### src/rtl/mem_bank_if.sv
// Bus bundle between the MIPS datapath and the mem_bank data memory.
// The misaligned flag exists only when MEM_BANK_ALIGN_CHECK_EN is defined.
interface mem_bank_if #(
  parameter int DATA_W = 32,
  parameter int ADDR_W = 8
);
  logic              memread;
  logic              memwrite;
  logic [ADDR_W-1:0] address;
  logic [DATA_W-1:0] writedata;
  logic [3:0]        byteen;
  logic [DATA_W-1:0] readdata;
`ifdef MEM_BANK_ALIGN_CHECK_EN
  logic              misaligned;

  modport master (
    output memread, memwrite, address, writedata, byteen,
    input  readdata, misaligned
  );
  modport slave (
    input  memread, memwrite, address, writedata, byteen,
    output readdata, misaligned
  );
`else
  modport master (
    output memread, memwrite, address, writedata, byteen,
    input  readdata
  );
  modport slave (
    input  memread, memwrite, address, writedata, byteen,
    output readdata
  );
`endif
endinterface

### src/rtl/mem_bank.sv
// Word-organised data memory: combinational read, byte-enabled synchronous write,
// async active-low clear. Optional alignment check via MEM_BANK_ALIGN_CHECK_EN.
module mem_bank #(
  parameter int DATA_W = 32,
  parameter int ADDR_W = 8,
  parameter int DEPTH  = 64
) (
  input  logic      clk,
  input  logic      rst_n,
  mem_bank_if.slave bus
);
  localparam int IDX_W = $clog2(DEPTH);
  localparam int LANES = DATA_W / 8;

  logic [DATA_W-1:0] mem_q [DEPTH];
  logic [DATA_W-1:0] mem_d [DEPTH];
  logic [IDX_W-1:0]  word;
  logic              wr_en;
  logic              unused_addr;

  // Upper address bits beyond DEPTH wrap; low two bits never select storage.
  assign word        = bus.address[IDX_W+1:2];
  assign unused_addr = ^bus.address;

`ifdef MEM_BANK_ALIGN_CHECK_EN
  assign bus.misaligned = (bus.memread | bus.memwrite) & (bus.address[1:0] != 2'b00);
  assign wr_en          = bus.memwrite & ~bus.misaligned;
`else
  assign wr_en          = bus.memwrite;
`endif

  always_comb begin
    mem_d = mem_q;
    if (wr_en) begin
      for (int i = 0; i < LANES; i++) begin
        if (bus.byteen[i]) mem_d[word][8*i +: 8] = bus.writedata[8*i +: 8];
      end
    end
  end

  always_ff @(posedge clk or negedge rst_n) begin
    if (!rst_n) begin
      for (int i = 0; i < DEPTH; i++) mem_q[i] <= '0;
    end else begin
      mem_q <= mem_d;
    end
  end

  // No bypass: a same-word write becomes visible only after the edge.
  assign bus.readdata = bus.memread ? mem_q[word] : '0;
endmodule

### src/flat_wrapper.sv
// flat-port wrapper written by rule: the top's interface ports become plain ports
module mem_bank_flat 
#(
  parameter int DATA_W = 32,
  parameter int ADDR_W = 8,
  parameter int DEPTH  = 64
)
  (clk, rst_n, bus_memread, bus_memwrite, bus_address, bus_writedata, bus_byteen, bus_readdata);
  mem_bank_if #(.DATA_W(DATA_W), .ADDR_W(ADDR_W)) bus_i ();
  input  logic clk;
  input  logic rst_n;
  input wire logic [$bits(bus_i.memread)-1:0] bus_memread;
  input wire logic [$bits(bus_i.memwrite)-1:0] bus_memwrite;
  input wire logic [$bits(bus_i.address)-1:0] bus_address;
  input wire logic [$bits(bus_i.writedata)-1:0] bus_writedata;
  input wire logic [$bits(bus_i.byteen)-1:0] bus_byteen;
  output wire logic [$bits(bus_i.readdata)-1:0] bus_readdata;
  assign bus_i.memread = bus_memread;
  assign bus_i.memwrite = bus_memwrite;
  assign bus_i.address = bus_address;
  assign bus_i.writedata = bus_writedata;
  assign bus_i.byteen = bus_byteen;
  assign bus_readdata = bus_i.readdata;
  mem_bank #(.DATA_W(DATA_W), .ADDR_W(ADDR_W), .DEPTH(DEPTH)) u_core (.clk(clk), .rst_n(rst_n), .bus(bus_i));
endmodule
### config.mk
export PLATFORM = sky130hd
export DESIGN_NAME = mem_bank_flat
export DESIGN_NICKNAME = d
export VERILOG_FILES = /design/src/rtl/mem_bank_if.sv /design/src/rtl/mem_bank.sv /design/src/flat_wrapper.sv
export SDC_FILE = /design/constraint.sdc
export NUM_CORES = 2
export LEC_CHECK = 0
export ABC_CLOCK_PERIOD_IN_PS = 5100
export BUFFER_PORTS_ARGS = -buffer_cell sky130_fd_sc_hd__clkbuf_2
export CORE_UTILIZATION = 56
export CTS_CLUSTER_DIAMETER = 30
export CTS_CLUSTER_SIZE = 28
export DETAILED_ROUTE_END_ITERATION = 7
export PLACE_DENSITY = 0.72
export RECOVER_POWER = 100
export REMOVE_ABC_BUFFERS = 1
export SLEW_MARGIN = 0
export SYNTH_ARGS = -nofsm -noshare
export SYNTH_HDL_FRONTEND = slang
export SYNTH_SLANG_ARGS = --single-unit
export TNS_END_PERCENT = 5
### constraint.sdc
create_clock -name clk -period 5.1 [get_ports clk]
set_input_delay 1.02 -clock clk [delete_from_list [all_inputs] [get_ports clk]]
set_output_delay 1.02 -clock clk [all_outputs]
set_load 0.005 [all_outputs]
# After elaboration in Yosys (flattened, before gate mapping)
# Index checks and enable logic that the tools add are counted.
# classes
n_eq_ne	0
muxes	23
n_lt_le_gt_ge	2
bitwise	1
n_shift	0
addsub	0
n_reduce_logical	1
mul	0
div	0
# op_table
cell	n
2-to-1 mux 2048 bit	7
bitwise mux 2048 bit	4
demux 32 bit (select 6 bit)	4
binary-select mux 32 bit (select 6 bit)	1
2-to-1 mux 32 bit	4
2-to-1 mux 24 bit	1
2-to-1 mux 16 bit	1
2-to-1 mux 8 bit	1
>= comparator 7 bit (second input constant)	1
less-than comparator 7 x 1 -> 1 bit (second input constant)	1
NOT 6 -> 7 bit	1
logical AND 1 bit	1
# totals
mem_count	0
mem_bits_rw	0
regBits	2048
mem_bits_ro	0
latchBits	0
elab_cells	91
inputBits	48
out_inout_bits	32

# Longest topological paths before layout
# logic_depth
word_depth	16
depth_mapped	10
depth_no_buf	6

# Worst setup path before layout
# OpenSTA, ideal clock, no wires.
# synth_path
path_type	input port to output port
start	input bus_address[2]
end	output bus_readdata[29]
required_ps	4080
path_slack_ps	1386
t_arrival_ps	2694
n_path_buf	3
stages	9
path_cell_list	buf_6 > buf_6 > clkbuf_1 > mux2_2 > a221oi_1 > o22ai_1 > nand2_1 > o21ai_0 > o31a_1
# synth_via
elab_chain_cells	5
# synth_lines
element	line_no	text
from (decl)	flat_wrapper.sv:14	input wire logic [$bits(bus_i.address)-1:0] bus_address;
NOT 6 -> 7 bit (implied by the code)	mem_bank.sv:50	assign bus.readdata = bus.memread ? mem_q[word] : '0;
binary-select mux 32 bit (select 6 bit)	mem_bank.sv:50	
2-to-1 mux 32 bit (implied by the code) (2 in a row)	mem_bank.sv:50	
2-to-1 mux 32 bit	mem_bank.sv:50	
to (decl)	flat_wrapper.sv:17	output wire logic [$bits(bus_i.readdata)-1:0] bus_readdata;
# No other way between the ends. The select of a mux whose other input is x is not followed.

# Worst setup path in the final report
# layout_path
start	input bus_address[2]
end	output bus_readdata[26]
# The elaborated chain is that of the path after synthesis.

==> run_results.csv <==
group,metric,value,unit
outcome,failed_checks,"capacitance limit, slew limit",
routing,vias,63442,
layout,top_regs,"u_core.mem_q: 2048 flops",
cts,cts.path.max_buffers,4,
timing,fin_worst_skew,0,ns
floorplan,pin_count,80,
cts,clk_pin_slew_worst_paths,0.05,ns
synthesis,synth_top_area_share,0.5529,
floorplan,die_area,167200,um2
critical_path,critPathRequiredTime,4.08,ns
synthesis,synth_edf_count,0,
synthesis,post-synth-top-area-cell,"dfrtp_1",
cts,clk_latency,0.92,ns
cts,htree_levels,5,
critical_path,worst_setup_path_end_kind,"output pin",
synthesis,synth_area,92700,um2
cts,numCtsBuffers,431,
power_and_ir_drop,vdd_ir_drop_max,0.4126,mV
layout,stdcell_count,9626,
timing,tns,0,ns
synthesis,synth.distinct_cells,50,
placement,dp_cells,8848,
cts,cts_tree,"built",
power_and_ir_drop,p_leak,51.33,nW
synthesis,syn_area_per_cell,13.32,um2
cts,cts_sinks,2048,
power_and_ir_drop,powerDensity,459.5,nW/um2
placement,gp_congestion,0.8521,
timing,slew_viol_final,111,
placement,place_hpwl,160.7,mm
floorplan,start_util,0.5669,
cts,cts-root-buf,"clkbuf_16",
critical_path,arrival,4.00,ns
timing,slew_headroom,-1.101,
cts,cts_resized,0,
min_path,min_path_type,"reg2reg",
routing,wire_per_inst,28.06,um
timing,holdWs,0.4842,ns
timing,timing.final.crit_share,0.9845,
synthesis,synth_cells,6960,
floorplan,rows,148,
synthesis,async_flop_share,1.000,
layout,largest_register,"u_core.mem_q",
routing,detail-route-antenna-nets,0,
global_routing,grt_pass1_vias,66790,
routing,drt_wl_total,270.1,mm
layout,largest_reg_flops,2048,
layout,final_core_util,0.6749,
routing,first_pass_iters,6,
timing,setup_viol,0,
routing,drt_iter0_drc,6120,
global_routing,track_usage,0.3234,
floorplan,die_w,408.9,um
critical_path,start_kind,"input port",
timing,fin_crit,5.021,ns
synthesis,yosys_warnings,0,
floorplan,coreArea,163500,um2
timing,rsz0062_at_grt,"false",
critical_path,path_class,"in2out",
global_routing,antenna_found_initial,7,
placement,io_buffers,77,
global_routing,grt_start_max_net_pins,184,
synthesis,synth_area_leaders,"dfrtp_1 (55%), mux2_2 (26%), a221oi_1 (4.2%)",
outcome,status,"complete, but fails checks",
layout,layout.nets,7155,
critical_path,crit_fanout,47,
job,cap_viol_max_count,3,
global_routing,overflow,0,
floorplan,die_h,408.9,um
timing,tightest_slew,3.152,ns
synthesis,ys_ff_latch,2048,
synthesis,ys_seq_area_frac,0.5529,
synthesis,synth_ff_type,"dfrtp_1",
layout,area_growth_syn_to_layout,19.04,%
timing,final-hold-violation-count,0,
layout,drive_above_1_share,0.4284,
routing,vias_per_cell,6.591,
timing,timing.fmax,0.1992,GHz
power_and_ir_drop,total_power,50.71,mW
layout,fillers,11371,
global_routing,grt_pass1_wl,416.1,mm
routing,drc,0,
layout make-up:
type	count	area (um2)	area share
timing repair buffer	317	2736	0.02480
multi-input combinational	4306	38570	0.3496
inverter	3	16.27	0.0001474
clock buffer	549	12080	0.1095
clock inverter	226	2970	0.02692
sequential	2048	51250	0.4644
antenna	2	5.005	0.00004535
tap	2175	2721	0.02466
path summary, 6_finish.rpt:
kind / start / end / slack (ns) / depth (start not counted)
max: bus_address[2] / bus_readdata[26] / 0.08 / 10
min: u_core.mem_q[361]$_DFFE_PN0P_ / u_core.mem_q[361]$_DFFE_PN0P_ / 0.48 / 1
max reg2reg: u_core.mem_q[690]$_DFFE_PN0P_ / u_core.mem_q[690]$_DFFE_PN0P_ / 4.27 / 1
min reg2reg: u_core.mem_q[361]$_DFFE_PN0P_ / u_core.mem_q[361]$_DFFE_PN0P_ / 0.48 / 1
max in group asynchronous: rst_n / u_core.mem_q[971]$_DFFE_PN0P_ / 0.53 / 4
min in group asynchronous: rst_n / u_core.mem_q[892]$_DFFE_PN0P_ / 1.67 / 2
synth_stat cells, types with 3 or more instances:
library cell	count
a2111oi_0	3
a211oi_1	3
a21oi_1	210
a221oi_1	441
a22o_1	25
a22oi_1	334
a31oi_1	4
and2_1	12
buf_1	84
buf_2	59
buf_4	4
buf_6	5
clkbuf_1	451
dfrtp_1	2048
mux2_2	2126
mux2i_1	101
mux4_2	36
nand2_1	130
nand2_2	16
nand3_1	30
nand3_2	4
nand3b_1	3
nand4_1	16
nor2_1	189
nor2_2	216
nor2b_1	7
nor3_1	14
nor3b_1	3
nor3b_2	3
o2111ai_1	15
o211ai_1	46
o21a_1	14
o21ai_0	204
o221ai_1	5
o22ai_1	47
o31a_1	29
o31ai_1	3
o32ai_1	3
layer usage:
| metal | part of all wire | routed length (um) | vias up | track usage |
|---|---|---|---|---|
| li1 | - | - | 26476 | - |
| met1 | 0.41 | 111200 | 33497 | 0.4371 |
| met2 | 0.47 | 127100 | 2786 | 0.5059 |
| met3 | 0.073 | 19810 | 681 | 0.06435 |
| met4 | 0.044 | 11990 | 2 | 0.1465 |
| met5 | 0.000048 | 13 | - | 0 |
power by group:
part           switching, mW  internal (mW)
registers              0.714           17.6
logic                   2.10           1.62
clock network           8.91           19.7
placed cells by master (no fill, tap or decap), types with 32 or more instances in the layout:
master and instances:
mux2_2 2109, clkbuf_16 439, a21oi_1 210, nand3_1 32, o22ai_1 47, clkbuf_2 74
dfrtp_1 2048, a22oi_1 334, nand2_1 144, buf_4 155, buf_12 49, a221oi_1 441
bufinv_16 63, clkinvlp_4 42, o211ai_1 46, mux2i_1 101, mux4_2 36, o21ai_0 204
clkbuf_8 68, nor2_1 402, clkinv_2 85, clkbuf_1 71
what timing repair did:
action	CTS	global route
buffers inserted	0	0
hold endpoints to repair	37	0
hold buffers	1	0
cells by family after synthesis:
group                  synth area share
buffers and inverters           0.02590
and+or+nand+nor                 0.03516
AOI/OAI and AO/OA                0.1082
DFF                              0.5529
muxes                            0.2779
through the flow:
step,cell area [um2],worst slack [ns]
floorplan,90310,-5.389
CTS,111100,0.2921
global route,110300,0.07797
global placement,96060,0.2932
finish,110400,0.07886
detailed placement,96060,0.2991
critical path, cell delays in order:
cell and delay, ns:
buf_8 0.30, nor2b_4 0.13, buf_12 0.22, clkbuf_2 0.43, a221oi_1 0.41, nor2_1 0.08, o21ai_0 0.44, o2111ai_1 0.36
o21a_1 0.32, clkbuf_2 0.12
Note: power is estimated with default switching activity, not from simulation.
